`src/rtl/serial_mod_residue_pkg.sv`:
```
// Shared types and constants for the serial modulo-N residue engine.
package serial_mod_pkg;

    // Bit order of a word, latched on its first bit.
    localparam logic MODE_LSB = 1'b0;
    localparam logic MODE_MSB = 1'b1;

    // Word framing state.
    typedef enum logic {
        ST_IDLE   = 1'b0,
        ST_ACTIVE = 1'b1
    } state_t;

    // Ceiling log2 with a floor of 1, used to size residue and count registers.
    function automatic int clog2_w(input int value);
        int w;
        w = 0;
        for (int i = 0; i < 31; i++) begin
            if ((1 << i) < value) begin
                w = i + 1;
            end
        end
        return (w < 1) ? 1 : w;
    endfunction

endpackage

```
`src/rtl/serial_mod_residue_if.sv`:
```
// Serial bit stream in, residue/status out, for the residue engine.
//
// Handshake: the engine is always ready. A beat (in_bit, in_last,
// in_msb_first) is accepted at a rising clk edge whenever in_valid=1 and
// clear=0; there is no backpressure. Result outputs are registered and change
// only at the edge that accepts a beat, or on clear/reset.
interface serial_mod_residue_if #(
    parameter int RW = 3,
    parameter int CW = 6
) ();
    import serial_mod_pkg::*;

    logic          clear;
    logic          in_valid;
    logic          in_bit;
    logic          in_last;
    logic          in_msb_first;
    logic [RW-1:0] residue;
    logic          divisible;
    logic [CW-1:0] bit_count;
    logic          busy;
    logic          done;
    state_t        dbg_state;

    modport master (
        output clear, in_valid, in_bit, in_last, in_msb_first,
        input  residue, divisible, bit_count, busy, done, dbg_state
    );

    modport slave (
        input  clear, in_valid, in_bit, in_last, in_msb_first,
        output residue, divisible, bit_count, busy, done, dbg_state
    );

endinterface

```
`src/rtl/serial_mod_residue_add_reduce.sv`:
```
// Combinational (a + b + cin) mod MOD for operands already reduced below MOD.
// The carry-in lets the MSB-first step compute 2r + bit in one adder; the
// caller guarantees the raw sum stays below 2*MOD, so one conditional
// subtract is enough.
module mod_add_reduce #(
    parameter int MOD = 5,
    parameter int RW  = 3
) (
    input  logic [RW-1:0] a_i,
    input  logic [RW-1:0] b_i,
    input  logic          cin_i,
    output logic [RW-1:0] sum_o
);
    localparam logic [RW:0]   MOD_W  = (RW + 1)'(MOD);
    // Low bits of MOD; modular RW-bit subtraction gives the right result
    // even when MOD is exactly 2**RW.
    localparam logic [RW-1:0] MOD_LO = RW'(MOD);

    logic [RW:0] raw;

    assign raw = {1'b0, a_i} + {1'b0, b_i} + {{RW{1'b0}}, cin_i};

    // Single compare-and-subtract reduction.
    always_comb begin
        sum_o = raw[RW-1:0];
        if (raw >= MOD_W) begin
            sum_o = raw[RW-1:0] - MOD_LO;
        end
    end

endmodule

```
`src/rtl/serial_mod_residue.sv`:
```
// Serial modulo-MOD residue engine: folds one bit per accepted beat into a
// running residue, LSB-first or MSB-first per word, with word framing.
module serial_mod_residue
    import serial_mod_pkg::*;
#(
    parameter int MOD     = 5,
    parameter int MAX_LEN = 32,
    parameter int RW      = clog2_w(MOD),
    parameter int CW      = clog2_w(MAX_LEN + 1)
) (
    input logic             clk,
    input logic             reset,
    serial_mod_residue_if.slave bus
);
    localparam logic [RW-1:0] ONE_R = RW'(1);
    localparam logic [CW-1:0] MAX_C = CW'(MAX_LEN);

    state_t        state_q, state_d;
    logic          mode_q, mode_d;
    logic [RW-1:0] weight_q, weight_d;
    logic [RW-1:0] residue_q, residue_d;
    logic [CW-1:0] count_q, count_d;
    logic          div_q, div_d;
    logic          done_q, done_d;

    logic          accept;
    logic          first;
    logic          cur_mode;
    logic [RW-1:0] base_res;
    logic [RW-1:0] base_w;
    logic [CW-1:0] base_cnt;
    logic [CW-1:0] next_cnt;
    logic [RW-1:0] lsb_addend;
    logic [RW-1:0] msb_next;
    logic [RW-1:0] lsb_next;
    logic [RW-1:0] w_next;

    // clear beats in_valid: a bit presented together with clear is dropped.
    assign accept = bus.in_valid && !bus.clear;
    assign first  = (state_q == ST_IDLE);

    // A first bit starts from residue 0, weight 1, count 0 regardless of
    // what the previous word left behind.
    assign base_res   = first ? '0 : residue_q;
    assign base_w     = first ? ONE_R : weight_q;
    assign base_cnt   = first ? '0 : count_q;
    assign cur_mode   = first ? bus.in_msb_first : mode_q;
    assign next_cnt   = (base_cnt >= MAX_C) ? MAX_C : base_cnt + CW'(1);
    assign lsb_addend = bus.in_bit ? base_w : '0;

    // MSB-first: r' = 2r + b.
    mod_add_reduce #(.MOD(MOD), .RW(RW)) u_add_msb (
        .a_i   (base_res),
        .b_i   (base_res),
        .cin_i (bus.in_bit),
        .sum_o (msb_next)
    );

    // LSB-first: r' = r + b*w.
    mod_add_reduce #(.MOD(MOD), .RW(RW)) u_add_lsb (
        .a_i   (base_res),
        .b_i   (lsb_addend),
        .cin_i (1'b0),
        .sum_o (lsb_next)
    );

    // Weight doubling for the next LSB-first bit.
    mod_add_reduce #(.MOD(MOD), .RW(RW)) u_add_w (
        .a_i   (base_w),
        .b_i   (base_w),
        .cin_i (1'b0),
        .sum_o (w_next)
    );

    // Word framing state register.
    always_ff @(posedge clk or posedge reset) begin
        if (reset) begin
            state_q <= ST_IDLE;
        end else begin
            state_q <= state_d;
        end
    end

    // Next word state: in_last closes the word, clear aborts it.
    always_comb begin
        state_d = state_q;
        if (bus.clear) begin
            state_d = ST_IDLE;
        end else if (accept) begin
            state_d = bus.in_last ? ST_IDLE : ST_ACTIVE;
        end
    end

    // Next residue, weight, count, flag and done values.
    always_comb begin
        mode_d    = mode_q;
        weight_d  = weight_q;
        residue_d = residue_q;
        count_d   = count_q;
        div_d     = div_q;
        done_d    = 1'b0;
        if (bus.clear) begin
            weight_d  = ONE_R;
            residue_d = '0;
            count_d   = '0;
            div_d     = 1'b0;
        end else if (accept) begin
            mode_d    = cur_mode;
            residue_d = (cur_mode == MODE_MSB) ? msb_next : lsb_next;
            weight_d  = w_next;
            count_d   = next_cnt;
            div_d     = (residue_d == '0);
            done_d    = bus.in_last;
        end
    end

    // Datapath registers; reset discards any word in flight.
    always_ff @(posedge clk or posedge reset) begin
        if (reset) begin
            mode_q    <= MODE_LSB;
            weight_q  <= ONE_R;
            residue_q <= '0;
            count_q   <= '0;
            div_q     <= 1'b0;
            done_q    <= 1'b0;
        end else begin
            mode_q    <= mode_d;
            weight_q  <= weight_d;
            residue_q <= residue_d;
            count_q   <= count_d;
            div_q     <= div_d;
            done_q    <= done_d;
        end
    end

    assign bus.residue   = residue_q;
    assign bus.divisible = div_q;
    assign bus.bit_count = count_q;
    assign bus.busy      = (state_q == ST_ACTIVE);
    assign bus.done      = done_q;
    assign bus.dbg_state = state_q;

endmodule

```
`src/flat_wrapper.sv`:
```
// flat-port wrapper written by rule: the top's interface ports become plain ports
module serial_mod_residue_flat import serial_mod_pkg::*;
#(
    parameter int MOD     = 5,
    parameter int MAX_LEN = 32,
    parameter int RW      = clog2_w(MOD),
    parameter int CW      = clog2_w(MAX_LEN + 1)
)
  (clk, reset, bus_clear, bus_in_valid, bus_in_bit, bus_in_last, bus_in_msb_first, bus_residue, bus_divisible, bus_bit_count, bus_busy, bus_done, bus_dbg_state);
  serial_mod_residue_if #(.RW(RW), .CW(CW)) bus_i ();
  input logic clk;
  input logic reset;
  input wire logic [$bits(bus_i.clear)-1:0] bus_clear;
  input wire logic [$bits(bus_i.in_valid)-1:0] bus_in_valid;
  input wire logic [$bits(bus_i.in_bit)-1:0] bus_in_bit;
  input wire logic [$bits(bus_i.in_last)-1:0] bus_in_last;
  input wire logic [$bits(bus_i.in_msb_first)-1:0] bus_in_msb_first;
  output wire logic [$bits(bus_i.residue)-1:0] bus_residue;
  output wire logic [$bits(bus_i.divisible)-1:0] bus_divisible;
  output wire logic [$bits(bus_i.bit_count)-1:0] bus_bit_count;
  output wire logic [$bits(bus_i.busy)-1:0] bus_busy;
  output wire logic [$bits(bus_i.done)-1:0] bus_done;
  output wire logic [$bits(bus_i.dbg_state)-1:0] bus_dbg_state;
  assign bus_i.clear = bus_clear;
  assign bus_i.in_valid = bus_in_valid;
  assign bus_i.in_bit = bus_in_bit;
  assign bus_i.in_last = bus_in_last;
  assign bus_i.in_msb_first = bus_in_msb_first;
  assign bus_residue = bus_i.residue;
  assign bus_divisible = bus_i.divisible;
  assign bus_bit_count = bus_i.bit_count;
  assign bus_busy = bus_i.busy;
  assign bus_done = bus_i.done;
  assign bus_dbg_state = bus_i.dbg_state;
  serial_mod_residue #(.MOD(MOD), .MAX_LEN(MAX_LEN), .RW(RW), .CW(CW)) u_core (.clk(clk), .reset(reset), .bus(bus_i));
endmodule
```
`config.mk`:
```
export PLATFORM = sky130hd
export DESIGN_NAME = serial_mod_residue_flat
export DESIGN_NICKNAME = d
export VERILOG_FILES = /design/src/rtl/serial_mod_residue_pkg.sv /design/src/rtl/serial_mod_residue_if.sv /design/src/rtl/serial_mod_residue_add_reduce.sv /design/src/rtl/serial_mod_residue.sv /design/src/flat_wrapper.sv
export SDC_FILE = /design/constraint.sdc
export NUM_CORES = 1
export LEC_CHECK = 0
export CORE_MARGIN = 10
export CORE_UTILIZATION = 51
export DETAILED_ROUTE_END_ITERATION = 8
export PLACE_DENSITY = 0.88
export SETUP_SLACK_MARGIN = 0.1
export SLEW_MARGIN = 15
export SYNTH_ARGS = -nofsm -noshare
export SYNTH_HDL_FRONTEND = slang
export SYNTH_SLANG_ARGS = --single-unit
```
`constraint.sdc`:
```
create_clock -name clk -period 6.1 [get_ports clk]
set_input_delay 0.61 -clock clk [delete_from_list [all_inputs] [get_ports clk]]
set_output_delay 0.61 -clock clk [all_outputs]
set_load 0.03 [all_outputs]
```
==> flow_summary.ini <==
[drt]
vias = 1130
first_pass_iters = 4
wl_per_cell_um = 15.1
vias_per_cell = 6.01
detail_route.iter0.violations = 94
drc_errors = 0
drt_wl_total_mm = 2.85
ant_nets = 0

[min_path]
hold_start = u_core.weight_q[0]$_DFFE_PP1P_
min_path_type = reg2reg

[grt]
grtUsageTotal_pct = 11.4
gr-total-overflow = 0
antenna_found_initial = 0
grt_pass1_vias = 1109
grt_max_degree = 29
grt_pass1_wl_mm = 4.84

[finish]
n_fill_cell = 212
final_nets = 177
drive_gt1_share_pct = 6.25
layout_commonest_cell = clkdlybuf4s50_1
final_cells = 188
syn2layout_area_growth_pct = 15.2
seqCellArea_sq_um = 402
final_cell_mix = clkdlybuf4s50_1, dfrtp_1, nand2_1, a21oi_1, nor2_1
antennaDiodeCount = 0
multiInputGateArea_sq_um = 752
final_util_pct = 63.2

[critical_path]
path_buf_inv = 2
path_class = reg2reg
crit_path_max_fanout = 26
slowest_stage = dfrtp_1
worst_ep_arrival_time_ns = 3.39
cpLargestDelayFamily = flip-flops
crit_path_start_kind = register
crit_chain = inv_1, o21a_1, ha_1, ha_1, inv_1, ha_1, nand2b_1, a21oi_1, o211ai_2, mux2_4, o211ai_1, a21oi_1
cp-startpoint = u_core.bus.busy$_DFFE_PP0P_
path_common_cell = ha_1
reg2reg_from = u_core.bus.busy$_DFFE_PP0P_
end_kind = register
slowest_delay_ns = 0.81
required_ns = 6.26

[clock_tree]
worstSkewPairLatency_ns = 0.29
cts_tree = done
clkTransAtPathRegs_ns = 0.10
cts_hold_buf = 0
numCtsBuffers = 3
clock_tree.buffer_depth = 2
post_cts_buffers = 0
post_cts_resized = 0
htreeDepth = 1
cts_root_buf = clkbuf_4
cts_sinks = 16

[synthesis]
ys_seq_elements = 16
synth_area_sq_mm = 0.00125
synth_enable_flop_cells = 0
postSynthCellCount = 147
synth-main-ff-cell = dfrtp_1
yosysWarnings = 0
synthArstFlopShare_pct = 100
ys_types = 43
syn_avg_cell_area_sq_um = 8.49
seq_area_frac_synth_pct = 32.2
syn-num-nets = 163

[die]
die_h_um = 69.5
dieArea_sq_mm = 0.00483
fp.coreArea_sq_mm = 0.00228
initial_core_util_pct = 54.9
io_pins = 20
die_w_um = 69.5
rows = 17

[pwr]
power_leakage_nw = 0.609
max-vdd-ir-drop_uv = 141
power_density_mw_per_mm2 = 168

[placement]
io_buffers = 19
place_inst = 184
gp_congestion = 0.785
place_hpwl_mm = 2.11
pre_cts_ws_ns = 2.67

[sta]
finalMaxSlewViolations = 0
fmax_mhz = 309
relSlewSlack_pct = 42.5
rsz0062_at_grt = false
period_minus_slack_ns = 3.24
fin_crit_sh_pct = 53.1
skew_ns = 0.00806
tightest_slew_ns = 0.860
hold_viol_final = 0
final.setup.worst_slack_ns = 2.86
setup_violations = 0
finalSetupTns_ns = 0

[run]
maxCapViolCount = 0

[run_status]
status = finished, final reports clean
[power breakdown]
part	total [mW]	internal [mW]	switching (mW)
Clock	0.0582	0.0254	0.0328
Sequential	0.123	0.112	0.0107
Combinational	0.0611	0.0263	0.0349
Total	0.242	0.164	0.0784
[logic make-up (layout without fill, tap and decap cells)]
group	after synthesis	in the layout	synth area share [%]
AO/OA/AOI/OAI	44	44	23.8
XOR/XNOR	1	1	0.702
adder cells (fa/ha/maj)	9	9	9.02
buffers and inverters	19	32	7.61
flip-flops	16	16	32.2
multiplexers	4	4	3.81
AND/OR/NAND/NOR	54	54	22.8
[synth_stat cells, drive strengths merged (4+ instances only)]
master	count	area share (%)
nand2	12	3.6
buf	5	3.4
o211ai	4	2.8
ha	9	9.0
o21ai	10	4.3
nand3	4	1.6
and2	6	3.0
a21oi	12	4.8
nor2	11	3.3
nand2b	7	3.5
inv	9	2.7
dfrtp	15	30
a211oi	4	2.4
clkbuf	5	1.5
[stage by stage]
step	power (mW)	area, sq um	hold WS, ns
6_report	0.242	1440	0.505
4_1_cts	0.244	1440	0.507
3_5_place_dp	0.186	1410	0.495
2_1_floorplan	0.167	1250	0.464
5_1_grt	0.258	1440	0.541
3_3_place_gp	0.183	1410	0.482
[state kept, by name, indices dropped and copies added (netlist names)]
name / cells
u_core.bus.residue: 3
u_core.bus.busy: 1
u_core.mode_q: 1
u_core.bus.bit_count: 6
u_core.weight_q: 3
u_core.bus.done: 1
u_core.bus.divisible: 1
[layer usage]
metal | track usage, % | part of all wire (%) | vias to the layer above | wire length [um]
li1 | - | - | 555 | -
met1 | 13.3 | 43 | 536 | 1230
met2 | 18.8 | 48 | 35 | 1380
met3 | 3.42 | 7.0 | 4 | 199
met4 | 4.88 | 1.1 | 0 | 32
met5 | 0 | 0 | - | 0
[worst paths after layout]
path,endpoint,slack [ns],cells past startpoint
setup / recovery,u_core.bus.residue[1]$_DFFE_PP0P_,2.86,12
hold / removal,u_core.weight_q[0]$_DFFE_PP1P_,0.51,2
setup reg to reg,u_core.bus.residue[1]$_DFFE_PP0P_,2.86,12
hold reg to reg,u_core.weight_q[0]$_DFFE_PP1P_,0.51,2
max in group asynchronous,u_core.bus.bit_count[5]$_DFFE_PP0P_,5.01,2
min in group asynchronous,u_core.bus.bit_count[2]$_DFFE_PP0P_,0.69,2
[layout make-up]
type	count	area share [%]
clock buffers	4	1.83
inverters	9	2.35
multi-input cells	112	52.3
flip-flops and latches	16	27.9
well taps	28	2.43
repair buffers	19	13.2
[worst reg2reg max path: stages (launching register included)]
cell and delay (ns):
dfrtp_1 0.81, inv_1 0.20, o21a_1 0.22, ha_1 0.24
ha_1 0.32, inv_1 0.07, ha_1 0.23, nand2b_1 0.10
a21oi_1 0.08, o211ai_2 0.25, mux2_4 0.34, o211ai_1 0.16
a21oi_1 0.09
Note: power is estimated with default switching activity, not from simulation.
